File: config.mk
export PLATFORM = sky130hd
export DESIGN_NAME = ahb_dm_bridge_flat
export DESIGN_NICKNAME = d
export VERILOG_FILES = /design/src/rtl/ahb_dm_bridge_if.sv /design/src/rtl/ahb_dm_bridge.sv /design/src/flat_wrapper.sv
export SDC_FILE = /design/constraint.sdc
export NUM_CORES = 1
export LEC_CHECK = 0
export CAP_MARGIN = 20
export CORE_AREA = 2 2 90 100
export DETAILED_ROUTE_END_ITERATION = 10
export DIE_AREA = 0 0 92 102
export GPL_ROUTABILITY_DRIVEN = 0
export PLACE_DENSITY_LB_ADDON = 0.05
export RECOVER_POWER = 50
export SLEW_MARGIN = 15
export SYNTH_ARGS = -nofsm -noshare
export SYNTH_HDL_FRONTEND = slang
export SYNTH_SLANG_ARGS = --single-unit
File: constraint.sdc
create_clock -name clk -period 2.6 [get_ports clk]
set_clock_uncertainty 0.2 [all_clocks]
set_input_delay 0.26 -clock clk [delete_from_list [all_inputs] [get_ports clk]]
set_output_delay 0.26 -clock clk [all_outputs]
set_load 0.03 [all_outputs]
File: src/rtl/ahb_dm_bridge_if.sv
// AHB-Lite slave-side bus bundle for the data-memory backdoor bridge.
interface ahb_dm_bridge_if #(
  parameter int DATA_W = 32
);
  logic              hsel;
  logic [31:0]       haddr;
  logic [1:0]        htrans;
  logic              hwrite;
  logic [2:0]        hsize;
  logic [DATA_W-1:0] hwdata;
  logic              hready;
  logic              hreadyout;
  logic              hresp;
  logic [DATA_W-1:0] hrdata;

  modport master (
    output hsel, haddr, htrans, hwrite, hsize, hwdata, hready,
    input  hreadyout, hresp, hrdata
  );

  modport slave (
    input  hsel, haddr, htrans, hwrite, hsize, hwdata, hready,
    output hreadyout, hresp, hrdata
  );
endinterface

File: src/rtl/ahb_dm_bridge.sv
// AHB-Lite slave driving the MEM-stage data SRAM backdoor port.
// Writes own the port in their data phase; a colliding read stalls once.
module ahb_dm_bridge #(
  parameter int ADDR_W    = 11,
  parameter int DATA_W    = 32,
  parameter int MEM_WORDS = 2048
) (
  input  logic              clk,
  input  logic              rstn,
  input  logic              dm_access_en,
  ahb_dm_bridge_if.slave    bus,
  output logic [ADDR_W-1:0] ahb_dm_addr,
  output logic [DATA_W-1:0] ahb_dm_din,
  output logic              ahb_dm_wen,
  input  logic [DATA_W-1:0] ahb_dm_dout
);

  typedef enum logic [2:0] {
    IDLE,
    READ,
    WRITE,
    RSTALL,
    ERR1,
    ERR2
  } state_t;

  state_t            state;
  state_t            state_nxt;
  logic [ADDR_W-1:0] wr_idx;
  logic [ADDR_W-1:0] wr_idx_nxt;
  logic [ADDR_W-1:0] rd_idx;
  logic [ADDR_W-1:0] rd_idx_nxt;
  logic [DATA_W-1:0] rdata_q;
  logic [29:0]       word;
  logic [ADDR_W-1:0] idx;
  logic              ready;
  logic              accept;
  logic              legal;

  assign word  = bus.haddr[31:2];
  assign idx   = bus.haddr[ADDR_W+1:2];
  assign ready = (state != RSTALL) && (state != ERR1);

  // Gating with rstn keeps the address passthrough quiet during reset
  assign accept = rstn & bus.hsel & bus.htrans[1]
                & bus.hready & ready;

  assign legal = dm_access_en
              && (bus.hsize == 3'b010)
              && (bus.haddr[1:0] == 2'b00)
              && (word < 30'(MEM_WORDS));

  assign bus.hreadyout = ready;

  always_comb begin
    state_nxt   = state;
    wr_idx_nxt  = wr_idx;
    rd_idx_nxt  = rd_idx;
    ahb_dm_addr = '0;
    ahb_dm_din  = '0;
    ahb_dm_wen  = 1'b0;
    bus.hresp   = 1'b0;
    bus.hrdata  = rdata_q;
    unique case (state)
      RSTALL: begin
        ahb_dm_addr = rd_idx;
        state_nxt   = READ;
      end
      ERR1: begin
        bus.hresp = 1'b1;
        state_nxt = ERR2;
      end
      default: begin
        if (state == READ) bus.hrdata = ahb_dm_dout;
        if (state == ERR2) bus.hresp = 1'b1;
        if (state == WRITE) begin
          ahb_dm_addr = wr_idx;
          ahb_dm_din  = bus.hwdata;
          ahb_dm_wen  = 1'b1;
        end
        state_nxt = IDLE;
        if (accept) begin
          if (!legal) begin
            state_nxt = ERR1;
          end else if (bus.hwrite) begin
            state_nxt  = WRITE;
            wr_idx_nxt = idx;
          end else if (state == WRITE) begin
            state_nxt  = RSTALL;
            rd_idx_nxt = idx;
          end else begin
            state_nxt   = READ;
            ahb_dm_addr = idx;
          end
        end
      end
    endcase
  end

  always_ff @(posedge clk or negedge rstn) begin
    if (!rstn) begin
      state   <= IDLE;
      wr_idx  <= '0;
      rd_idx  <= '0;
      rdata_q <= '0;
    end else begin
      state  <= state_nxt;
      wr_idx <= wr_idx_nxt;
      rd_idx <= rd_idx_nxt;
      if (state == READ) rdata_q <= ahb_dm_dout;
    end
  end

endmodule

File: src/flat_wrapper.sv
// flat-port wrapper written by rule: the top's interface ports become plain ports
module ahb_dm_bridge_flat 
#(
  parameter int ADDR_W    = 11,
  parameter int DATA_W    = 32,
  parameter int MEM_WORDS = 2048
)
  (clk, rstn, dm_access_en, ahb_dm_addr, ahb_dm_din, ahb_dm_wen, ahb_dm_dout, bus_hsel, bus_haddr, bus_htrans, bus_hwrite, bus_hsize, bus_hwdata, bus_hready, bus_hreadyout, bus_hresp, bus_hrdata);
  ahb_dm_bridge_if #(.DATA_W(DATA_W)) bus_i ();
  input  logic clk;
  input  logic rstn;
  input  logic dm_access_en;
  output logic [ADDR_W-1:0] ahb_dm_addr;
  output logic [DATA_W-1:0] ahb_dm_din;
  output logic ahb_dm_wen;
  input  logic [DATA_W-1:0] ahb_dm_dout;
  input wire logic [$bits(bus_i.hsel)-1:0] bus_hsel;
  input wire logic [$bits(bus_i.haddr)-1:0] bus_haddr;
  input wire logic [$bits(bus_i.htrans)-1:0] bus_htrans;
  input wire logic [$bits(bus_i.hwrite)-1:0] bus_hwrite;
  input wire logic [$bits(bus_i.hsize)-1:0] bus_hsize;
  input wire logic [$bits(bus_i.hwdata)-1:0] bus_hwdata;
  input wire logic [$bits(bus_i.hready)-1:0] bus_hready;
  output wire logic [$bits(bus_i.hreadyout)-1:0] bus_hreadyout;
  output wire logic [$bits(bus_i.hresp)-1:0] bus_hresp;
  output wire logic [$bits(bus_i.hrdata)-1:0] bus_hrdata;
  assign bus_i.hsel = bus_hsel;
  assign bus_i.haddr = bus_haddr;
  assign bus_i.htrans = bus_htrans;
  assign bus_i.hwrite = bus_hwrite;
  assign bus_i.hsize = bus_hsize;
  assign bus_i.hwdata = bus_hwdata;
  assign bus_i.hready = bus_hready;
  assign bus_hreadyout = bus_i.hreadyout;
  assign bus_hresp = bus_i.hresp;
  assign bus_hrdata = bus_i.hrdata;
  ahb_dm_bridge #(.ADDR_W(ADDR_W), .DATA_W(DATA_W), .MEM_WORDS(MEM_WORDS)) u_core (.clk(clk), .rstn(rstn), .dm_access_en(dm_access_en), .bus(bus_i), .ahb_dm_addr(ahb_dm_addr), .ahb_dm_din(ahb_dm_din), .ahb_dm_wen(ahb_dm_wen), .ahb_dm_dout(ahb_dm_dout));
endmodule
### Yosys cells after proc, flatten, opt, wreduce, memory -nomap -nowiden

Cells that the tools add are included.
W data, S select, Z words.

* flip-flop bits (word level): 57
* output and inout bits: 78

* magnitude comparators: 1
* equal/unequal tests: 8
* muxes and demuxes: 19
* bitwise operators: 6
* reduce and logical (&&, ||, !) cells: 8

Operators by type and width (number)
* $mux W32: 4
* $mux W11: 5
* $lt A30 B12 Y1 const B: 1
* $pmux W11 S2: 1
* $eq A3 B2 Y1 const B: 3
* $mux W3: 3
* $eq A3 B3 Y1 const B: 2
* $pmux W3 S2: 1
* $reduce_and A5 Y1: 1
* $and A1 B1 Y1: 4
* $logic_and A1 B1 Y1: 4
* $reduce_and A4 Y1: 1
* $eq A3 B1 Y1 const B: 1
* $mux W1: 3
* $ne A3 B2 Y1 const B: 1
* $ne A3 B3 Y1 const B: 1
* $logic_not A2 Y1: 1
* $mux W2: 1
* $not A1 Y1: 2
* $pmux W1 S2: 1
* $reduce_or A2 Y1: 1

### Longest topological paths before layout

Gate-level depths: netlist of run 1.

* depth after elaboration: 7
* depth in mapped cells: 5
* gate-level depth less buffers: 4

### Worst setup path before layout of run 1

No wires, ideal clock.

* path kind: register -> output
* from: register u_core.state[1]
* to: output port ahb_dm_addr[2]
* data arrival time: 2029 ps
* required time: 2140 ps
* setup slack: 111 ps
* stages on the path, launching flop included: 6
* buffers on the path: 1
* cells stage by stage: dfrtp_1 -> and3b_1 -> or3_4 -> or3_4 -> buf_6 -> o21ai_1

* cells in the longest elaborated chain, start to end: 7
* elaborated cells on any way between the ends: 13
* those cells by class: eq/ne (5); mux (6); bitwise (1); reduce/logical (1)

RTL lines
* start: declaration: RTL line ahb_dm_bridge.sv:27 `state_t state;`
* start signal: assignment: RTL line ahb_dm_bridge.sv:107 `state <= state_nxt;`
* $eq A3 B2 Y1: RTL line ahb_dm_bridge.sv:76, ahb_dm_bridge.sv:88
* $mux W11: RTL line ahb_dm_bridge.sv:76 `if (state == WRITE) begin`
* $mux W11: RTL line ahb_dm_bridge.sv:88 `end else if (state == WRITE) begin`
* $mux W11: RTL line ahb_dm_bridge.sv:85 `end else if (bus.hwrite) begin`
* $mux W11: RTL line ahb_dm_bridge.sv:83 `if (!legal) begin`
* $mux W11: RTL line ahb_dm_bridge.sv:82 `if (accept) begin`
* $pmux W11 S2 (*): RTL line ahb_dm_bridge.sv:64 `unique case (state)`
* end: declaration: RTL line flat_wrapper.sv:13 `output logic [ADDR_W-1:0] ahb_dm_addr;`

Mark *: on every way between the ends. The rest lies on a longest branch, timed or not.

### Final worst setup path of run 1

* from: register u_core.state[2]
* to: output port ahb_dm_addr[3]

Same word-level chain as after synthesis.

==> reports/summary.txt, run 1 <==
outcome: finished clean
startpoint types: flop
Worst Hold End: u_core.wr_idx[10]
Routed WL: 8.94 mm
Syn Nets: 358
final HPWL from detailed placement: 6.14 mm
clk_lat worst skew: 0.33 ns
FP Rows: 35
first-pass GRT wire length: 13.5 mm
ant diodes: 0
Tmin final: 2.56 ns
drt first pass iters: 4
initial antenna violation count: 0
total number of vias: 2,716
unique cell type count in the Yosys netlist: 26
RSZ-0062 raised after global routing: true
Hold Path Cell Cnt: 1
slowest stage delay, CP: 0.44 ns
Final Power: 4.58 mW
Tcrit/Tclk final: 0.985
CTS tree: yes
commonest non-fill, non-tap cell in the layout: clkdlybuf4s50_1
Total GRT Usage: 0.185
Netlist Area Pre-Place: 3100 um^2
worst-margin pin slew: 1.43 ns
Layout Nets: 561
DRC violations left: 0
RR Endpoint: u_core.wr_idx[2]
Syn. warnings: 0
final worst slack: 0.0393 ns
Crit-path slowest cell: dfrtp_2
worst hold start: u_core.wr_idx[10]
Clock transition at path regs: 0.06 ns
Die Width: 92 um
Die Y: 102 um
Final Setup Violations: 0
total leakage power: 2.85 nW
reg2reg path depth: 7
highest-count cells in the layout ignoring fill and taps: clkdlybuf4s50_1 (109), mux2_2 (64), dfrtp_1 (54)
# IOs: 185
Max Slew Vio Count: 0
Synth area leaders: dfrtp_1 (46%), mux2_2 (23%), and2_1 (6.5%)
max cap viols: 0
Critical Path Most Common Cell: or3_4
vias per cell: 4.76
clock tree sinks: 57
post-synth top area cell: dfrtp_1
crit path cell chain: nor3b_4, or3_4, or3_4, o21ai_1, buf_4
Post-Place Cells: 540
number of global-route vias before repair: 2,778
r2r setup slk: 0.15 ns
area share of the leading cell type in the synthesized netlist: 0.460
FF+latch count, synth: 57
initial drt markers: 98
critical path class: reg2out
DR WL/cell: 15.7 um
largest net degree at the start of global routing: 58
final hold violations: 0
area delta synth->final: 78.6%
Mapped Cells: 251
Starting Density: 0.372
fmax: 0.391 GHz
full die area: 9380 um^2
RR Startpoint: u_core.state[2]
Bufs on Longest Clock Path: 2
endpoint class of the critical path: output port
fin cells: 570
DRT antenna net count: 0
GR Overflow Total: 0
Syn Area/Cell: 12.3 um^2
I/O Buffers: 183
Seq/Total Area, Yosys: 0.460
WP data required: 2.14 ns
layout cells sized above 1: 0.379
Setup WS pre-CTS: 0.0166 ns
Core ar.: 8320 um^2
hold crit path type: reg2reg
PD cells: 828 nW/um^2
Crit Path Max Fanout: 6
WHS: 0.287 ns
Root Buffer: clkbuf_8
Critical Path AT: 2.10 ns
Clock H-tree levels: 3
Slew HR: 0.0471
TritonCTS Buffers: 9
Worst VDD drop: 0.321 mV
-- critical path, delay by kind of cell (launching register included) --
| kind | cells | cell delay, ns |
|---|---|---|
| compound gates | 1 | 0.17 |
| flops | 1 | 0.44 |
| buf+inv | 1 | 0.18 |
| simple gates | 3 | 0.98 |
-- worst max path at each step --
stage	startpoint	endpoint	slack [ns]	depth (start not counted)
2_1_floorplan	u_core.state[1]	ahb_dm_addr[2]	0.11	5
3_3_place_gp	bus_haddr[0]	u_core.rd_idx[0]	0.05	7
3_5_place_dp	bus_haddr[0]	u_core.rd_idx[0]	0.02	7
4_1_cts	u_core.state[2]	ahb_dm_addr[2]	-0.04	5
5_1_grt	u_core.state[2]	ahb_dm_addr[3]	-0.03	5
6_report	u_core.state[2]	ahb_dm_addr[3]	0.04	5
-- layout make-up --
cell class,instances,area (um^2)
Timing Repair Buffer,207,2120
Tap cell,111,139
Sequential cell,57,1430
Inverter,1,3.75
Clock buffer,10,138
Fill cell,669,2790
Clock inverter,6,42.5
Multi-Input combinational cell,178,1660
-- flip-flops by register name (all words and copies together), names as in the netlist --
| signal | cells |
|---|---|
| u_core.state | 3 |
| u_core.rd_idx | 11 |
| u_core.wr_idx | 11 |
| u_core.rdata_q | 32 |
-- cells in the mapped netlist (all sizes together) --
cell type / n
nand3: 1
dfrtp: 57
nor4: 5
o21ai: 12
clkbuf: 10
nor2b: 1
inv: 1
o21bai: 1
nor3: 1
or3: 2
nand4: 2
nand2: 12
buf: 6
nor2: 5
nor3b: 3
mux2: 86
and2: 32
nor4b: 2
and3b: 1
a22oi: 11
-- cells by family after synthesis --
family / share of synthesized area
muxes: 0.325
and+or+nand+nor: 0.139
DFF: 0.460
AOI/OAI and AO/OA: 0.0484
buffers and inverters: 0.0279
-- per-layer routing --
layer / wire, um / global-route usage / share of wire / up-vias
met4: 114 / 0.0689 / 0.013 / 0
met3: 792 / 0.0693 / 0.089 / 10
met1: 3600 / 0.223 / 0.40 / 1271
met5: 0 / 0 / 0 / -
met2: 4430 / 0.306 / 0.50 / 126
li1: - / - / - / 1309
-- where the power goes --
part           total, mW  switching (mW)  internal, mW
registers           1.30           0.135          1.16
clock network      0.747           0.375         0.372
logic               2.54            1.26          1.28
-- metrics by stage --
stage | instance area [um^2] | setup TNS [ns] | utilization
floorplan | 3100 | 0 | -
global placement | 5100 | 0 | 0.613
detailed placement | 5100 | 0 | 0.613
CTS | 5440 | -0.163 | 0.653
global route | 5540 | -0.181 | 0.665
finish | 5540 | 0 | 0.665
-- what timing repair did --
item / 4_1_cts / 5_1_grt
hold buffers: 1 / 0
setup buffers: 4 / 5
setup endpoints to repair: 43 / 73
pin swaps: 6 / 5
gates resized for setup: 105 / 67
cloned: 2 / 2
endpoints found under the hold margin: 47 / 0
(Power assumes the default switching activity.)
==> run 2, diff against run 1 <==
--- a/config.mk
+++ b/config.mk
@@ -5,10 +5,11 @@
 export SDC_FILE = /design/constraint.sdc
 export NUM_CORES = 1
 export LEC_CHECK = 0
+export ABC_AREA = 1
 export CAP_MARGIN = 20
-export CORE_AREA = 2 2 90 100
+export CORE_AREA = 2 2 92 102
 export DETAILED_ROUTE_END_ITERATION = 10
-export DIE_AREA = 0 0 92 102
+export DIE_AREA = 0 0 94 104
 export GPL_ROUTABILITY_DRIVEN = 0
 export PLACE_DENSITY_LB_ADDON = 0.05
 export RECOVER_POWER = 50
==> run 2 against run 1 <==
Net effect:
- sequential power is essentially flat
- sequential cell count is the same
- via count grew 19%
- highest routed layer unchanged
- critical endpoint is now ahb_dm_addr[1]
- critical path depth grew 5
- wire length grew 5.9%
- fmax grew 5.8%
- clock-buffer cell count is the same
==> reports/summary.txt, run 2 <==
outcome: finished clean
area delta synth->final: 59.8%
slowest stage delay, CP: 0.54 ns
commonest non-fill, non-tap cell in the layout: clkdlybuf4s50_1
sequential power share: 0.287
Die Width: 94 um
fin cells: 692
TritonCTS Buffers: 9
RR Endpoint: u_core.rdata_q[28]
reg2reg path depth: 5
final worst slack: 0.179 ns
Total GRT Usage: 0.188
post-synthesis simple-gate area fraction: 0.249
Worst VDD drop: 0.381 mV
Largest regs: u_core.rdata_q (32), u_core.rd_idx (11), u_core.wr_idx (11)
post-synth top area cell: dfrtp_1
Max Slew Vio Count: 0
Core ar.: 8780 um^2
Synth Area in Compound Gates: 0.00451
Starting Density: 0.379
Synth Flop Type: dfrtp_1
FP Rows: 36
worst-margin pin slew: 1.44 ns
initial drt markers: 120
post-route cell area: 5320 um^2
endpoint class of the critical path: output port
DRC violations left: 0
Layout Nets: 680
first-pass GRT wire length: 14.8 mm
Synth async-reset ratio: 1.00
Tmin final: 2.42 ns
GR Overflow Total: 0
unique cell type count in the Yosys netlist: 21
main combinational cell family by area after synthesis: simple AND/OR/NAND/NOR gates
Reg with most FFs: u_core.rdata_q
Crit-path slowest cell: dlygate4sd3_1
fmax: 0.413 GHz
max FFs per register: 32
Setup WS pre-CTS: 0.199 ns
clk_lat worst skew: 0.33 ns
Clock Power Share: 0.191
Netlist Area Pre-Place: 3330 um^2
Seq/Total Area, Yosys: 0.428
Root Buffer: clkbuf_8
CP top delay family: buffers and inverters
Hold Path Cell Cnt: 2
max cap viols: 0
combinational power share: 0.522
vias per cell: 4.65
ant diodes: 0
Post-Place Cells: 672
filler instances: 791
Worst Hold End: u_core.wr_idx[10]
highest-count cells in the layout ignoring fill and taps: clkdlybuf4s50_1 (107), nand2_1 (93), mux2_2 (64)
Syn Area/Cell: 8.68 um^2
initial antenna violation count: 0
Die Y: 104 um
layout cells sized above 1: 0.251
# IOs: 185
mux cell area share after synthesis: 0.216
worst path bufs/invs: 4
area share of the leading cell type in the synthesized netlist: 0.428
WL met3: 659 um
P_sw: 1.76 mW
startpoint types: input port
RR Startpoint: u_core.state[2]
Mapped Cells: 384
DR WL/cell: 13.7 um
Final Power: 4.48 mW
total leakage power: 2.70 nW
Post-Synth XOR/XNOR Area: 0
Routed WL: 9.47 mm
full die area: 9780 um^2
critical path class: in2out
total number of vias: 3,221
Tcrit/Tclk final: 0.931
Placement Cell Area: 5140 um^2
WP data required: 2.14 ns
setup TNS: 0 ns
Syn. warnings: 0
r2r setup slk: 0.41 ns
Bufs on Longest Clock Path: 2
Post-Synth Adder-Cell Area: 0
most frequent cell after synthesis: nand2_1
Clock H-tree levels: 3
Slew HR: 0.0389
Synth area leaders: dfrtp_1 (43%), mux2_2 (22%), nand2_1 (10%)
hold crit path type: reg2reg
final HPWL from detailed placement: 6.61 mm
RSZ-0062 raised after global routing: false
I/O Buffers: 183
number of flops mapped to enable cells by yosys: 0
worst hold start: u_core.wr_idx[10]
Syn Nets: 491
drt first pass iters: 4
Top Metal Used: met4
met2 WL: 4.71 mm
Synth top cells by count: nand2_1 (93), mux2_2 (64), dfrtp_1 (57)
sw frac: 0.392
crit path cell chain: dlygate4sd3_1, clkbuf_1, nand2_1, nor2_1, and3_4, inv_2, nor2_8, nand3_1, nand3_1, buf_4
DRT antenna net count: 0
PD cells: 842 nW/um^2
CTS tree: yes
number of global-route vias before repair: 3,183
largest net degree at the start of global routing: 58
clock tree sinks: 57
FF+latch count, synth: 57
P_int: 2.72 mW
final hold violations: 0
Clock transition at path regs: 0.06 ns
Final Setup Violations: 0
Critical Path AT: 1.96 ns
Critical Path Most Common Cell: nand3_1
Crit Path Max Fanout: 12
DRT met1 WL: 3.83 mm
==> run 2: power by group through the flow <==
| stage | Clock (mW) | Combinational (mW) | Sequential, mW |
|---|---|---|---|
| 3_5_place_dp | 0 | 2.58 | 1.31 |
| 6_report | 0.855 | 2.34 | 1.29 |
| 5_1_grt | 0.906 | 2.49 | 1.32 |
| 3_3_place_gp | 0 | 2.55 | 1.28 |
| 4_1_cts | 0.874 | 2.42 | 1.29 |
| 2_1_floorplan | 0 | 1.68 | 1.27 |
==> run 2: cells by family (layout without fill, tap and decap cells) <==
family / Yosys count / count (layout)
compound gates: 3 / 3
buf+inv: 72 / 265
flops: 57 / 57
mux: 64 / 64
simple gates: 188 / 189
==> run 2: layout make-up <==
cell class / count / area (um^2) / area share
multi-input cells: 256 / 1570 / 0.295
clock buffers: 10 / 138 / 0.0259
clock inverters: 6 / 66.3 / 0.0125
flip-flops and latches: 57 / 1430 / 0.268
well taps: 114 / 143 / 0.0268
repair buffers: 196 / 1780 / 0.335
inverters: 53 / 199 / 0.0374
==> run 2: metrics by stage <==
stage | hold WS, ns | util
floorplan | -0.236 | -
finish | 0.278 | 0.606
global placement | 0.263 | 0.585
CTS | 0.282 | 0.609
detailed placement | 0.265 | 0.585
global route | 0.314 | 0.606
==> run 2: worst max-delay path by stage <==
stage                                from              to  slack (ns)  cells past startpoint
final                                rstn  ahb_dm_addr[1]        0.18                     10
after detailed placement    bus_haddr[19]  ahb_dm_addr[1]        0.20                     11
after global routing                 rstn  ahb_dm_addr[5]        0.05                     10
after global placement      bus_haddr[18]  ahb_dm_addr[5]        0.20                     11
after CTS                            rstn  ahb_dm_addr[1]        0.07                     10
after floorplan           u_core.state[0]  ahb_dm_addr[1]        0.57                      4
==> run 2: worst register-to-register path: stages (launching register included) <==
cell and delay, ns:
dfrtp_1 0.44, inv_1 0.12, nand3_2 0.12, clkbuf_2 0.66, clkbuf_1 0.20, mux2_2 0.34
==> run 2: routing by layer <==
layer / global-route usage / up-vias
met5: 0 / -
met3: 0.0471 / 21
met4: 0.0807 / 0
met2: 0.319 / 122
met1: 0.223 / 1480
li1: - / 1598
==> run 2: what timing repair did <==
action / CTS / global route
cloned: 1 / 1
pin swaps: 0 / 1
hold buffers: 1 / 0
setup buffers: 0 / 1
setup endpoints to repair: 32 / 9
hold endpoints to repair: 57 / 0
gates resized for setup: 32 / 0
